File: config.mk
export PLATFORM = sky130hd
export DESIGN_NAME = haz_fwd_flat
export DESIGN_NICKNAME = d
export VERILOG_FILES = /design/src/rtl/haz_pkg.sv /design/src/rtl/haz_fwd_if.sv /design/src/rtl/haz_mc_sb.sv /design/src/rtl/haz_fwd.sv /design/src/flat_wrapper.sv
export SDC_FILE = /design/constraint.sdc
export NUM_CORES = 1
export LEC_CHECK = 0
export CAP_MARGIN = 20
export CORE_MARGIN = 5
export CORE_UTILIZATION = 40
export DETAILED_ROUTE_END_ITERATION = 6
export PLACE_DENSITY = 0.79
export SKIP_CTS_REPAIR_TIMING = 1
export SLEW_MARGIN = 5
export SYNTH_ARGS = -nofsm -noshare
export SYNTH_HDL_FRONTEND = slang
export SYNTH_SLANG_ARGS = --single-unit
File: constraint.sdc
create_clock -name clk -period 2.32 [get_ports clk]
set_input_delay 0.348 -clock clk [delete_from_list [all_inputs] [get_ports clk]]
set_output_delay 0.348 -clock clk [all_outputs]
set_load 0.05 [all_outputs]
File: src/rtl/haz_pkg.sv
// Shared types for the hazard/forwarding unit: forward-select codes, multi-cycle
// FSM states and the stage packets used by the match logic.
package haz_pkg;

    // Register indices are zero-extended into packets, so REG_W must not exceed this.
    localparam int REG_W_MAX = 8;

    typedef logic [REG_W_MAX-1:0] reg_idx_t;

    typedef enum logic [1:0] {
        FWD_RF  = 2'd0,
        FWD_EX  = 2'd1,
        FWD_MEM = 2'd2,
        FWD_WB  = 2'd3
    } fwd_sel_e;

    typedef enum logic {
        IDLE = 1'b0,
        BUSY = 1'b1
    } mc_state_e;

    typedef struct packed {
        logic     vld;
        reg_idx_t idx;
    } src_pkt_t;

    typedef struct packed {
        logic     vld;
        logic     is_load;
        reg_idx_t idx;
    } wr_pkt_t;

    // Register 0 is hard-wired zero and never produces a hazard or a forward.
    function automatic logic reg_match(src_pkt_t s, wr_pkt_t w);
        return s.vld & w.vld & (s.idx == w.idx) & (s.idx != '0);
    endfunction

endpackage

File: src/rtl/haz_fwd_if.sv
// Decode-side bus between the pipeline (master) and the hazard unit (slave).
interface haz_fwd_if #(
    parameter int REG_W   = 5,
    parameter int NUM_SRC = 2,
    parameter int LAT_W   = 4
);
    logic [NUM_SRC-1:0]       dec_src_vld;
    logic [NUM_SRC*REG_W-1:0] dec_src_reg;
    logic                     dec_mc_op;
    logic                     ex_dst_vld;
    logic [REG_W-1:0]         ex_dst_reg;
    logic                     ex_is_load;
    logic                     mem_dst_vld;
    logic [REG_W-1:0]         mem_dst_reg;
    logic                     wb_dst_vld;
    logic [REG_W-1:0]         wb_dst_reg;
    logic                     mem_jmp_vld;
    logic                     mc_issue;
    logic [REG_W-1:0]         mc_dst;
    logic [LAT_W-1:0]         mc_lat;
    logic                     stall;
    logic                     dec_bubble;
    logic                     ex_bubble;
    logic [NUM_SRC*2-1:0]     fwd_sel;
    logic                     mc_busy;
    logic                     mc_done;

    modport master (
        output dec_src_vld, dec_src_reg, dec_mc_op,
        output ex_dst_vld, ex_dst_reg, ex_is_load,
        output mem_dst_vld, mem_dst_reg, wb_dst_vld, wb_dst_reg,
        output mem_jmp_vld, mc_issue, mc_dst, mc_lat,
        input  stall, dec_bubble, ex_bubble, fwd_sel, mc_busy, mc_done
    );

    modport slave (
        input  dec_src_vld, dec_src_reg, dec_mc_op,
        input  ex_dst_vld, ex_dst_reg, ex_is_load,
        input  mem_dst_vld, mem_dst_reg, wb_dst_vld, wb_dst_reg,
        input  mem_jmp_vld, mc_issue, mc_dst, mc_lat,
        output stall, dec_bubble, ex_bubble, fwd_sel, mc_busy, mc_done
    );

endinterface

File: src/rtl/haz_mc_sb.sv
// Multi-cycle unit scoreboard: tracks the single in-flight mul/div op, counts
// down its latency and remembers its destination register.
module haz_mc_sb
    import haz_pkg::*;
#(
    parameter int REG_W = 5,
    parameter int LAT_W = 4
) (
    input  logic             clk,
    input  logic             rst_n,
    input  logic             i_mc_issue,
    input  logic             i_mem_jmp_vld,
    input  logic [REG_W-1:0] i_mc_dst,
    input  logic [LAT_W-1:0] i_mc_lat,
    output logic             o_mc_busy,
    output logic             o_mc_done,
    output logic [REG_W-1:0] o_busy_dst
);

    mc_state_e        r_state;
    mc_state_e        w_state_next;
    logic [LAT_W-1:0] r_cnt;
    logic [LAT_W-1:0] w_cnt_next;
    logic [REG_W-1:0] r_dst;
    logic [REG_W-1:0] w_dst_next;

    always_ff @(posedge clk or negedge rst_n) begin
        if (!rst_n) begin
            r_state <= IDLE;
            r_cnt   <= '0;
            r_dst   <= '0;
        end else begin
            r_state <= w_state_next;
            r_cnt   <= w_cnt_next;
            r_dst   <= w_dst_next;
        end
    end

    always_comb begin
        w_state_next = r_state;
        w_cnt_next   = r_cnt;
        w_dst_next   = r_dst;
        o_mc_busy    = 1'b0;
        o_mc_done    = 1'b0;
        case (r_state)
            IDLE: begin
                // A jump resolving in the same cycle squashes the younger op.
                if (i_mc_issue && !i_mem_jmp_vld) begin
                    w_state_next = BUSY;
                    w_cnt_next   = (i_mc_lat == '0) ? LAT_W'(1) : i_mc_lat;
                    w_dst_next   = i_mc_dst;
                end
            end
            BUSY: begin
                o_mc_busy = 1'b1;
                if (r_cnt == LAT_W'(1)) begin
                    o_mc_done    = 1'b1;
                    w_state_next = IDLE;
                    w_cnt_next   = '0;
                end else begin
                    w_cnt_next = r_cnt - 1'b1;
                end
            end
            default: w_state_next = IDLE;
        endcase
    end

    assign o_busy_dst = r_dst;

    a_no_issue_while_busy: assert property (
        @(posedge clk) disable iff (!rst_n) !(i_mc_issue && (r_state == BUSY))
    );

endmodule

File: src/rtl/haz_fwd.sv
// Hazard unit beside decode: forward selects, load-use / multi-cycle stalls and
// the post-jump flush bubble.
module haz_fwd
    import haz_pkg::*;
#(
    parameter int REG_W     = 5,
    parameter int NUM_SRC   = 2,
    parameter int FWD_EN    = 1,
    parameter int LAT_W     = 4,
    parameter int FLUSH_CYC = 1
) (
    input logic     clk,
    input logic     rst_n,
    haz_fwd_if.slave bus
);

    localparam int FC_W = (FLUSH_CYC > 1) ? $clog2(FLUSH_CYC) : 1;

    logic [FC_W-1:0]  r_fcnt;
    logic             w_bubble;
    logic             w_raw_stall;
    logic             w_mc_busy;
    logic             w_mc_done;
    logic [REG_W-1:0] w_busy_dst;
    logic [NUM_SRC-1:0] w_src_stall;
    fwd_sel_e         w_sel [NUM_SRC];
    wr_pkt_t          w_ex;
    wr_pkt_t          w_mem;
    wr_pkt_t          w_wb;
    wr_pkt_t          w_mc;

    haz_mc_sb #(
        .REG_W (REG_W),
        .LAT_W (LAT_W)
    ) u_mc_sb (
        .clk           (clk),
        .rst_n         (rst_n),
        .i_mc_issue    (bus.mc_issue),
        .i_mem_jmp_vld (bus.mem_jmp_vld),
        .i_mc_dst      (bus.mc_dst),
        .i_mc_lat      (bus.mc_lat),
        .o_mc_busy     (w_mc_busy),
        .o_mc_done     (w_mc_done),
        .o_busy_dst    (w_busy_dst)
    );

    // Reloading on every jump lets back-to-back jumps extend the bubble.
    always_ff @(posedge clk or negedge rst_n) begin
        if (!rst_n) begin
            r_fcnt <= '0;
        end else if (bus.mem_jmp_vld) begin
            r_fcnt <= FC_W'(FLUSH_CYC - 1);
        end else if (r_fcnt != '0) begin
            r_fcnt <= r_fcnt - 1'b1;
        end
    end

    assign w_ex  = '{vld: bus.ex_dst_vld,  is_load: bus.ex_is_load, idx: reg_idx_t'(bus.ex_dst_reg)};
    assign w_mem = '{vld: bus.mem_dst_vld, is_load: 1'b0,           idx: reg_idx_t'(bus.mem_dst_reg)};
    assign w_wb  = '{vld: bus.wb_dst_vld,  is_load: 1'b0,           idx: reg_idx_t'(bus.wb_dst_reg)};
    assign w_mc  = '{vld: w_mc_busy,       is_load: 1'b0,           idx: reg_idx_t'(w_busy_dst)};

    generate
        for (genvar gi = 0; gi < NUM_SRC; gi++) begin : g_src
            src_pkt_t w_src;
            logic     w_m_ex;
            logic     w_m_mem;
            logic     w_m_wb;
            logic     w_m_mc;

            assign w_src   = '{vld: bus.dec_src_vld[gi], idx: reg_idx_t'(bus.dec_src_reg[gi*REG_W +: REG_W])};
            assign w_m_ex  = reg_match(w_src, w_ex);
            assign w_m_mem = reg_match(w_src, w_mem);
            assign w_m_wb  = reg_match(w_src, w_wb);
            assign w_m_mc  = reg_match(w_src, w_mc);

            if (FWD_EN != 0) begin : g_fwd
                // A load in EX has no data yet, so its select is irrelevant while stalled.
                assign w_src_stall[gi] = (w_m_ex & bus.ex_is_load) | w_m_mc;
                assign w_sel[gi] = w_m_ex  ? FWD_EX  :
                                   w_m_mem ? FWD_MEM :
                                   w_m_wb  ? FWD_WB  : FWD_RF;
            end else begin : g_legacy
                assign w_src_stall[gi] = w_m_ex | w_m_mem | w_m_wb | w_m_mc;
                assign w_sel[gi]       = FWD_RF;
            end

            assign bus.fwd_sel[gi*2 +: 2] = w_sel[gi];
        end
    endgenerate

    assign w_raw_stall    = (|w_src_stall) | (w_mc_busy & bus.dec_mc_op);
    assign w_bubble       = bus.mem_jmp_vld | (r_fcnt != '0);
    assign bus.stall      = w_raw_stall & ~w_bubble;
    assign bus.dec_bubble = w_bubble;
    assign bus.ex_bubble  = w_bubble;
    assign bus.mc_busy    = w_mc_busy;
    assign bus.mc_done    = w_mc_done;

endmodule

File: src/flat_wrapper.sv
// flat-port wrapper written by rule: the top's interface ports become plain ports
module haz_fwd_flat import haz_pkg::*;
#(
    parameter int REG_W     = 5,
    parameter int NUM_SRC   = 2,
    parameter int FWD_EN    = 1,
    parameter int LAT_W     = 4,
    parameter int FLUSH_CYC = 1
)
  (clk, rst_n, bus_dec_src_vld, bus_dec_src_reg, bus_dec_mc_op, bus_ex_dst_vld, bus_ex_dst_reg, bus_ex_is_load, bus_mem_dst_vld, bus_mem_dst_reg, bus_wb_dst_vld, bus_wb_dst_reg, bus_mem_jmp_vld, bus_mc_issue, bus_mc_dst, bus_mc_lat, bus_stall, bus_dec_bubble, bus_ex_bubble, bus_fwd_sel, bus_mc_busy, bus_mc_done);
  haz_fwd_if #(.REG_W(REG_W), .NUM_SRC(NUM_SRC), .LAT_W(LAT_W)) bus_i ();
  input logic clk;
  input logic rst_n;
  input wire logic [$bits(bus_i.dec_src_vld)-1:0] bus_dec_src_vld;
  input wire logic [$bits(bus_i.dec_src_reg)-1:0] bus_dec_src_reg;
  input wire logic [$bits(bus_i.dec_mc_op)-1:0] bus_dec_mc_op;
  input wire logic [$bits(bus_i.ex_dst_vld)-1:0] bus_ex_dst_vld;
  input wire logic [$bits(bus_i.ex_dst_reg)-1:0] bus_ex_dst_reg;
  input wire logic [$bits(bus_i.ex_is_load)-1:0] bus_ex_is_load;
  input wire logic [$bits(bus_i.mem_dst_vld)-1:0] bus_mem_dst_vld;
  input wire logic [$bits(bus_i.mem_dst_reg)-1:0] bus_mem_dst_reg;
  input wire logic [$bits(bus_i.wb_dst_vld)-1:0] bus_wb_dst_vld;
  input wire logic [$bits(bus_i.wb_dst_reg)-1:0] bus_wb_dst_reg;
  input wire logic [$bits(bus_i.mem_jmp_vld)-1:0] bus_mem_jmp_vld;
  input wire logic [$bits(bus_i.mc_issue)-1:0] bus_mc_issue;
  input wire logic [$bits(bus_i.mc_dst)-1:0] bus_mc_dst;
  input wire logic [$bits(bus_i.mc_lat)-1:0] bus_mc_lat;
  output wire logic [$bits(bus_i.stall)-1:0] bus_stall;
  output wire logic [$bits(bus_i.dec_bubble)-1:0] bus_dec_bubble;
  output wire logic [$bits(bus_i.ex_bubble)-1:0] bus_ex_bubble;
  output wire logic [$bits(bus_i.fwd_sel)-1:0] bus_fwd_sel;
  output wire logic [$bits(bus_i.mc_busy)-1:0] bus_mc_busy;
  output wire logic [$bits(bus_i.mc_done)-1:0] bus_mc_done;
  assign bus_i.dec_src_vld = bus_dec_src_vld;
  assign bus_i.dec_src_reg = bus_dec_src_reg;
  assign bus_i.dec_mc_op = bus_dec_mc_op;
  assign bus_i.ex_dst_vld = bus_ex_dst_vld;
  assign bus_i.ex_dst_reg = bus_ex_dst_reg;
  assign bus_i.ex_is_load = bus_ex_is_load;
  assign bus_i.mem_dst_vld = bus_mem_dst_vld;
  assign bus_i.mem_dst_reg = bus_mem_dst_reg;
  assign bus_i.wb_dst_vld = bus_wb_dst_vld;
  assign bus_i.wb_dst_reg = bus_wb_dst_reg;
  assign bus_i.mem_jmp_vld = bus_mem_jmp_vld;
  assign bus_i.mc_issue = bus_mc_issue;
  assign bus_i.mc_dst = bus_mc_dst;
  assign bus_i.mc_lat = bus_mc_lat;
  assign bus_stall = bus_i.stall;
  assign bus_dec_bubble = bus_i.dec_bubble;
  assign bus_ex_bubble = bus_i.ex_bubble;
  assign bus_fwd_sel = bus_i.fwd_sel;
  assign bus_mc_busy = bus_i.mc_busy;
  assign bus_mc_done = bus_i.mc_done;
  haz_fwd #(.REG_W(REG_W), .NUM_SRC(NUM_SRC), .FWD_EN(FWD_EN), .LAT_W(LAT_W), .FLUSH_CYC(FLUSH_CYC)) u_core (.clk(clk), .rst_n(rst_n), .bus(bus_i));
endmodule
# ---- Word level (Yosys, flattened, before mapping)
# Cells that the tools add are included.
dict set report classes {
  n_eq_ne 10
  bitwise_logic 34
  n_lt_le_gt_ge 0
  n_div 0
  mul 0
  reduce_logical 7
  add_sub_neg 2
  n_mux 18
  shifts 0
}
# op n
set op_table {}
lappend op_table {{$eq 5x5->1} 8}
lappend op_table {{$and 1x1->1} 28}
lappend op_table {{$reduce_bool 8->1} 2}
lappend op_table {{$mux 2} 6}
lappend op_table {{$mux 4} 3}
lappend op_table {{$pmux 4 s2} 1}
lappend op_table {{$mux 1} 7}
lappend op_table {{$eq 4x1->1 const B} 1}
lappend op_table {{$logic_not 4->1} 1}
lappend op_table {{$or 1x1->1} 4}
lappend op_table {{$sub 4x1->4 const B} 1}
lappend op_table {{$ne 2x2->1 const B} 1}
lappend op_table {{$not 1->1} 2}
lappend op_table {{$pmux 1 s2} 1}
lappend op_table {{$reduce_and 2->1} 1}
lappend op_table {{$reduce_or 2->1} 1}
lappend op_table {{$logic_and 1x1->1} 1}
lappend op_table {{$logic_not 1->1} 1}
lappend op_table {{$sub 1x1->1 const B} 1}
dict set report totals {
  output_inout_bits 9
  memories 0
  latch_bits 0
  elab_cells 75
  rom_bits 0
  ff_bits 11
  in_bits 45
  ramBits 0
}

# ---- Logic depth before layout (Yosys ltp)
# Gate-level depths: netlist (run 1).
dict set report logic_depth {
  ltp_word 8
  ltp_mapped 6
}

# ---- Hierarchy
# From an unflattened synthesis (run 1), not the netlist that was laid out.
dict set report hier_totals {
  cells_unflattened 126
  hier_area_um2 1153.6
}
# mod cells_per_inst n_inst area_per_inst_um2
set modules_own_cells {}
lappend modules_own_cells {haz_fwd 85 1 620.6}
lappend modules_own_cells {haz_mc_sb 41 1 533.0}

# ---- Least setup slack after synthesis (run 1)
# OpenSTA, ideal clock, no wires.
dict set report synth_timing {
  path_type {input-to-output}
  from {input port bus_dec_src_reg[7]}
  to {output port bus_fwd_sel[3]}
  arrival_time_ns 2.131
  n_path_buf 1
  cell_stages 5
  required_ns 1.972
  path_slack_ns -0.159
  path_cell_list {buf_2 or4_1 o21a_1 and4_4 a21oi_1}
}
dict set report synth_via {
  elab_chain_len 6
  elab_cells_between_ends 13
}
# item line
set synth_rtl {}
lappend synth_rtl {{from (decl)} flat_wrapper.sv:15} ;# input wire logic [$bits(bus_i.dec_src_reg)-1:0] bus_dec_src_reg;
lappend synth_rtl {{$eq 5x5->1} haz_pkg.sv:35} ;# return s.vld & w.vld & (s.idx == w.idx) & (s.idx != '0);
lappend synth_rtl {{$and 1x1->1 (2 in series)} haz_pkg.sv:35}
lappend synth_rtl {{$mux 2} haz_fwd.sv:82} ;# w_m_wb ? FWD_WB : FWD_RF;
lappend synth_rtl {{$mux 2} haz_fwd.sv:81} ;# w_m_mem ? FWD_MEM :
lappend synth_rtl {{$mux 2 *} haz_fwd.sv:80} ;# assign w_sel[gi] = w_m_ex ? FWD_EX :
lappend synth_rtl {{to (decl)} flat_wrapper.sv:31} ;# output wire logic [$bits(bus_i.fwd_sel)-1:0] bus_fwd_sel;
# Every way passes the cells marked *; elsewhere a longest branch is shown, timed or not.

# ---- Final worst setup path (run 1)
dict set report layout_timing {
  from {input port bus_mem_dst_reg[4]}
  to {output port bus_fwd_sel[3]}
}
dict set report layout_via {
  elab_chain_len 5
}
# item line
set layout_rtl {}
lappend layout_rtl {{from (decl)} flat_wrapper.sv:21} ;# input wire logic [$bits(bus_i.mem_dst_reg)-1:0] bus_mem_dst_reg;
lappend layout_rtl {{$eq 5x5->1} haz_pkg.sv:35}
lappend layout_rtl {{$and 1x1->1 (2 in series)} haz_pkg.sv:35}
lappend layout_rtl {{$mux 2} haz_fwd.sv:81}
lappend layout_rtl {{$mux 2} haz_fwd.sv:80}
# Every way passes these cells.

==> flow_metrics.py, run 1 <==
metrics = {
    "outcome": {
        "status": "complete, no violations",
    },
    "global_route": {
        "grtUsageTotal_pct": 19.2,
        "antenna_found_initial": 0,
        "overflow": 0,
        "grt_max_degree": 11,
        "grt_pass1_vias": 1291,
        "grt_pass1_wl_um": 6090,
    },
    "flow_run": {
        "maxCapViolCount": 0,
    },
    "pwr": {
        "power.total_mw": 1.19,
        "power_density_nw_per_um2": 627,
        "intPower_mw": 0.708,
        "vdd_drop_max_mv": 0.742,
        "p_clk_share_pct": 13.3,
        "swShare_pct": 40.7,
        "pwr-share-seq_pct": 30.3,
        "pwr-share-comb_pct": 56.4,
        "p_leak_nw": 0.877,
        "netSwitchingPower_mw": 0.485,
    },
    "floorplanning": {
        "core_um2": 2710,
        "die_area_um2": 3910,
        "die_w_um": 62.5,
        "rows": 19,
        "die_h_um": 62.5,
        "io_pins": 54,
        "start_util_pct": 40.7,
    },
    "setup_path": {
        "crit_start": "bus_mem_dst_reg[4]",
        "worst_setup_path_start_kind": "input pin",
        "worstPathArrival_ns": 1.97,
        "r2r_end": "u_core.u_mc_sb.o_busy_dst[1]$_DFFE_PN0P_",
        "endpoint": "bus_fwd_sel[3]",
        "critical_path_required_ns": 1.97,
        "reg2regPathDepth": 3,
        "cp-end-kind": "output port",
        "critical_path_class": "input pin to output port",
        "rrSetupSlack_ns": 0.86,
        "worstPathMaxFanout": 2,
        "r2r-start": "u_core.u_mc_sb.r_state$_DFF_PN0_",
    },
    "logic_synthesis": {
        "yosysTopAreaCell": "dfrtp_1",
        "synth-seq-cells": 10,
        "ys_seq_area_share_pct": 22.7,
        "synth_area_leaders": "dfrtp_1 (23%), xnor2_1 (21%), xor2_1 (12%)",
        "netlist_area_um2": 1100,
        "syn_inst": 128,
        "synth-edff-count": 0,
        "async_flop_share_pct": 100,
        "netlist-cell-type-count": 34,
        "synth_warnings": 0,
        "synth.top_cell.area_share_pct": 22.7,
        "syn_nets": 175,
        "postSynthAreaPerCell_um2": 8.62,
        "synth_top_flop_cell": "dfrtp_1",
    },
    "placement": {
        "gp_congestion": 0.908,
        "place_area_um2": 1780,
        "hpwl_um": 3040,
        "io_buffers": 53,
    },
    "finish": {
        "drive_gt1_share_pct": 26.5,
        "finish.utilization_pct": 70.3,
        "diodes": 0,
        "synthToLayoutAreaGrowth_pct": 72.6,
        "finalNetCount": 237,
        "final_cell_area_um2": 1900,
    },
    "clocking": {
        "numCtsBuffers": 3,
        "cts_tree": "built",
        "clockRootBuffer": "clkbuf_4",
        "clock_path_buffers": 2,
        "htree_levels": 1,
        "cts.sinks": 10,
        "clk_latency_ns": 0.27,
        "path_clk_slew_ns": 0.07,
    },
    "sta": {
        "finalCriticalPeriod_ns": 2.32,
        "finClkSkew_ns": 0.00157,
        "worst_pin_slew_ns": 0.499,
        "drv_slew": 0,
        "relSlewSlack_pct": 66.6,
        "fin_setup_tns_ns": 0,
        "hold_viol": 0,
        "holdWs_ns": 0.393,
        "setup_viol": 0,
        "timing.final.crit_share_pct": 100,
        "clock.fmax_mhz": 431,
        "rsz0062_at_grt": "yes",
    },
    "drt": {
        "dr_wl_met2_um": 1850,
        "wl_met3_um": 292,
        "ant_nets": 0,
        "drtIter0Drc": 52,
        "routedWlPerCell_um": 16.9,
        "dr.pass1.iters": 4,
        "wl_met1_um": 1410,
        "vias": 1187,
        "via_per_inst": 5.40,
        "drt_wl_total_um": 3710,
        "drc": 0,
        "dr.max_layer_used": "met4",
    },
    "min_path": {
        "hp-class": "input pin to async pin",
    },
}
## critical path, cell delays in order
cell and delay (ns):
clkdlybuf4s50_1 0.48, xor2_1 0.19, nor4_1 0.32, nand4_1 0.23, a21oi_2 0.25, buf_12 0.16
## cell type report
cell class	count	area, µm²
Fill cell	218	806
Clock buffer	4	36.3
Inverter	4	15.0
Sequential cell	10	250
Tap cell	31	38.8
Multi-Input combinational cell	100	823
Timing Repair Buffer	71	741
## cell usage in the layout, fill, tap and decap left out, types with 3 or more instances in the layout
master	n
nand2b_1	3
clkdlybuf4s50_1	32
clkbuf_4	3
dfrtp_1	10
buf_4	19
nand4_1	6
xor2_1	15
mux2_2	6
nand2_1	6
inv_1	4
xnor2_1	26
nor3_1	3
nor2_1	3
dlymetal6s2s_1	14
buf_12	4
## cells in the mapped netlist (3+ instances only)
library cell and number:
nor2_1 4, nand2b_1 3, mux2_2 6, nor4_1 3, nor3_1 5, inv_1 4
a21oi_1 4, xor2_1 15, nand4_1 6, clkbuf_1 8, nand2_1 6, dfrtp_1 10
xnor2_1 26
## through the flow
step           std cells  setup slack [ns]
5_1_grt              220           -0.0801
6_report             220          0.000359
4_1_cts              220            -0.231
3_3_place_gp         216            -0.153
2_1_floorplan        128             0.146
3_5_place_dp         216            -0.233
## flip-flops by register name, indices dropped and copies added, names as in the netlist
name,flops
u_core.u_mc_sb.r_state,1
u_core.u_mc_sb.r_cnt,4
u_core.u_mc_sb.o_busy_dst,5
## cells by family (layout without fill, tap and decap cells)
family                   count (synthesis)  count (layout)  synth area share (%)
AO/OA/AOI/OAI                           16              16                  9.75
adder cells (fa/ha/maj)                  2               2                  2.27
XOR/XNOR                                41              41                  32.5
AND/OR/NAND/NOR                         33              33                  16.4
flip-flops                              10              10                  22.7
buffers and inverters                   18              79                  8.39
multiplexers                             8               8                  7.94
## per-layer routing
layer,vias up,global-route usage [%]
met2,66,33.2
met1,547,20.9
li1,558,-
met3,16,6.47
met5,-,0
met4,0,9.02
## worst min-delay path by stage
stage	endpoint	slack, ns
floorplan	u_core.u_mc_sb.o_busy_dst[0]$_DFFE_PN0P_	0.05
global placement	u_core.u_mc_sb.r_cnt[0]$_DFFE_PN0P_	0.52
detailed placement	u_core.u_mc_sb.r_cnt[0]$_DFFE_PN0P_	0.56
CTS	u_core.u_mc_sb.r_cnt[0]$_DFFE_PN0P_	0.41
global route	u_core.u_mc_sb.r_cnt[0]$_DFFE_PN0P_	0.42
finish	u_core.u_mc_sb.r_cnt[2]$_DFFE_PN0P_	0.39
## power by group through the flow
stage	combinational [mW]	clock (mW)	sequential [mW]
6_report	0.673	0.159	0.361
5_1_grt	0.729	0.175	0.376
4_1_cts	0.670	0.159	0.361
3_5_place_dp	0.659	0	0.363
3_3_place_gp	0.634	0	0.360
2_1_floorplan	0.409	0	0.371
(Power assumes the default switching activity.)
==> run 2: changes to the inputs <==
- REMOVE_ABC_BUFFERS: unset -> 1
==> flow_metrics.py, run 2 (synthesis results as in run 1) <==
metrics = {
    "setup_path": {
        "cp-end-kind": "output port",
        "worst_setup_path_start_kind": "input pin",
        "critical_path_class": "input pin to output port",
        "worstPathMaxFanout": 2,
        "critical_path_required_ns": 1.97,
        "worstPathArrival_ns": 1.87,
    },
    "sta": {
        "worst_pin_slew_ns": 0.503,
        "finalCriticalPeriod_ns": 2.22,
        "rsz0062_at_grt": "no",
        "timing.final.crit_share_pct": 95.7,
        "setup_viol": 0,
        "hold_viol": 0,
        "clock.fmax_mhz": 450,
        "relSlewSlack_pct": 66.4,
        "drv_slew": 0,
        "setup_ws_ns": 0.0998,
        "finClkSkew_ns": 0.00477,
    },
    "clocking": {
        "cts_tree": "built",
        "numCtsBuffers": 3,
        "clock_path_buffers": 2,
        "path_clk_slew_ns": 0.07,
        "cts.sinks": 10,
        "htree_levels": 1,
        "clk_latency_ns": 0.27,
        "clockRootBuffer": "clkbuf_4",
    },
    "global_route": {
        "grt_max_degree": 12,
        "grtUsageTotal_pct": 18.4,
        "antenna_found_initial": 0,
        "grt_pass1_wl_um": 5900,
        "overflow": 0,
        "grt_pass1_vias": 1209,
    },
    "drt": {
        "ant_nets": 0,
        "via_per_inst": 5.21,
        "drt_wl_total_um": 3580,
        "drc": 0,
        "routedWlPerCell_um": 16.4,
        "vias": 1135,
        "dr.pass1.iters": 4,
        "drtIter0Drc": 20,
    },
    "floorplanning": {
        "die_h_um": 62.5,
        "rows": 19,
        "start_util_pct": 40.7,
        "die_area_um2": 3910,
        "core_um2": 2710,
        "die_w_um": 62.5,
        "io_pins": 54,
    },
    "finish": {
        "multi_input_area_um2": 807,
        "n_fill_cell": 224,
        "final_cell_area_um2": 1870,
        "largest_register_ffs": 5,
        "diodes": 0,
        "seqCellArea_um2": 250,
        "drive_gt1_share_pct": 24.1,
        "synthToLayoutAreaGrowth_pct": 69.7,
        "final_common_cell": "clkdlybuf4s50_1",
        "final_cell_mix": "clkdlybuf4s50_1 (29), xnor2_1 (26), buf_4 (19)",
        "finalNetCount": 235,
    },
    "pwr": {
        "pwr-share-seq_pct": 30.0,
        "pwr-share-comb_pct": 56.4,
        "swShare_pct": 40.6,
        "p_clk_share_pct": 13.5,
        "p_leak_nw": 0.891,
        "intPower_mw": 0.702,
        "vdd_drop_max_mv": 0.603,
        "power_density_nw_per_um2": 631,
        "netSwitchingPower_mw": 0.480,
    },
    "outcome": {
        "status": "complete, no violations",
    },
    "placement": {
        "gp_congestion": 0.947,
        "post-place-ws_ns": -0.301,
        "io_buffers": 53,
        "place_area_um2": 1740,
        "hpwl_um": 2930,
    },
    "flow_run": {
        "maxCapViolCount": 0,
    },
    "min_path": {
        "hp-class": "input pin to async pin",
    },
}
run 2: routing by layer:
metal	vias to the layer above	share of wire (%)	track usage, %
li1	554	-	-
met1	529	46	24.0
met2	48	46	29.4
met3	4	5.7	4.14
met4	0	1.8	7.16
met5	-	0	0
run 2: power groups by stage:
| stage | Sequential [mW] | Combinational (mW) | Clock, mW |
|---|---|---|---|
| finish | 0.355 | 0.667 | 0.160 |
| floorplan | 0.385 | 0.359 | 0 |
| global placement | 0.353 | 0.635 | 0 |
| CTS | 0.357 | 0.668 | 0.162 |
| detailed placement | 0.360 | 0.653 | 0 |
| global route | 0.370 | 0.731 | 0.171 |
run 2: through the flow:
stage          utilization [%]  setup TNS (ns)  cells  power [mW]  hold slack (ns)
3_3_place_gp              64.2          -0.667    213       0.988            0.523
3_5_place_dp              64.2          -0.775    213        1.01            0.532
5_1_grt                   69.1               0    218        1.27            0.420
2_1_floorplan                -         -0.0496    114       0.743           0.0524
6_report                  69.1               0    218        1.18            0.387
4_1_cts                   65.6          -0.810    217        1.19            0.397
run 2: final cells by class:
| class | instances | area share [%] |
|---|---|---|
| clock buffer | 4 | 1.94 |
| sequential | 10 | 13.4 |
| inverter | 4 | 0.802 |
| tap | 31 | 2.07 |
| multi-input combinational | 100 | 43.1 |
| timing repair buffer | 69 | 38.7 |
run 2: final timing paths:
path,from,endpoint,slack (ns),cells after the start
worst max-delay path,bus_wb_dst_reg[4],bus_fwd_sel[2],0.1,7
worst min-delay path,rst_n,u_core.u_mc_sb.r_cnt[2]$_DFFE_PN0P_,0.39,1
worst max register to register,u_core.u_mc_sb.r_state$_DFF_PN0_,u_core.u_mc_sb.o_busy_dst[3]$_DFFE_PN0P_,0.90,3
worst min register to register,u_core.u_mc_sb.r_cnt[0]$_DFFE_PN0P_,u_core.u_mc_sb.r_cnt[0]$_DFFE_PN0P_,0.55,1
max in group asynchronous,rst_n,u_core.u_mc_sb.o_busy_dst[0]$_DFFE_PN0P_,1.62,1
min in group clk,u_core.u_mc_sb.r_cnt[0]$_DFFE_PN0P_,u_core.u_mc_sb.r_cnt[0]$_DFFE_PN0P_,0.55,1
run 2: critical path, cell delays in order:
cell and delay, ns:
clkdlybuf4s50_1 0.47, xor2_1 0.20, nor4_2 0.24, nand4_1 0.17
nand2b_1 0.18, nand2b_1 0.12, buf_12 0.15
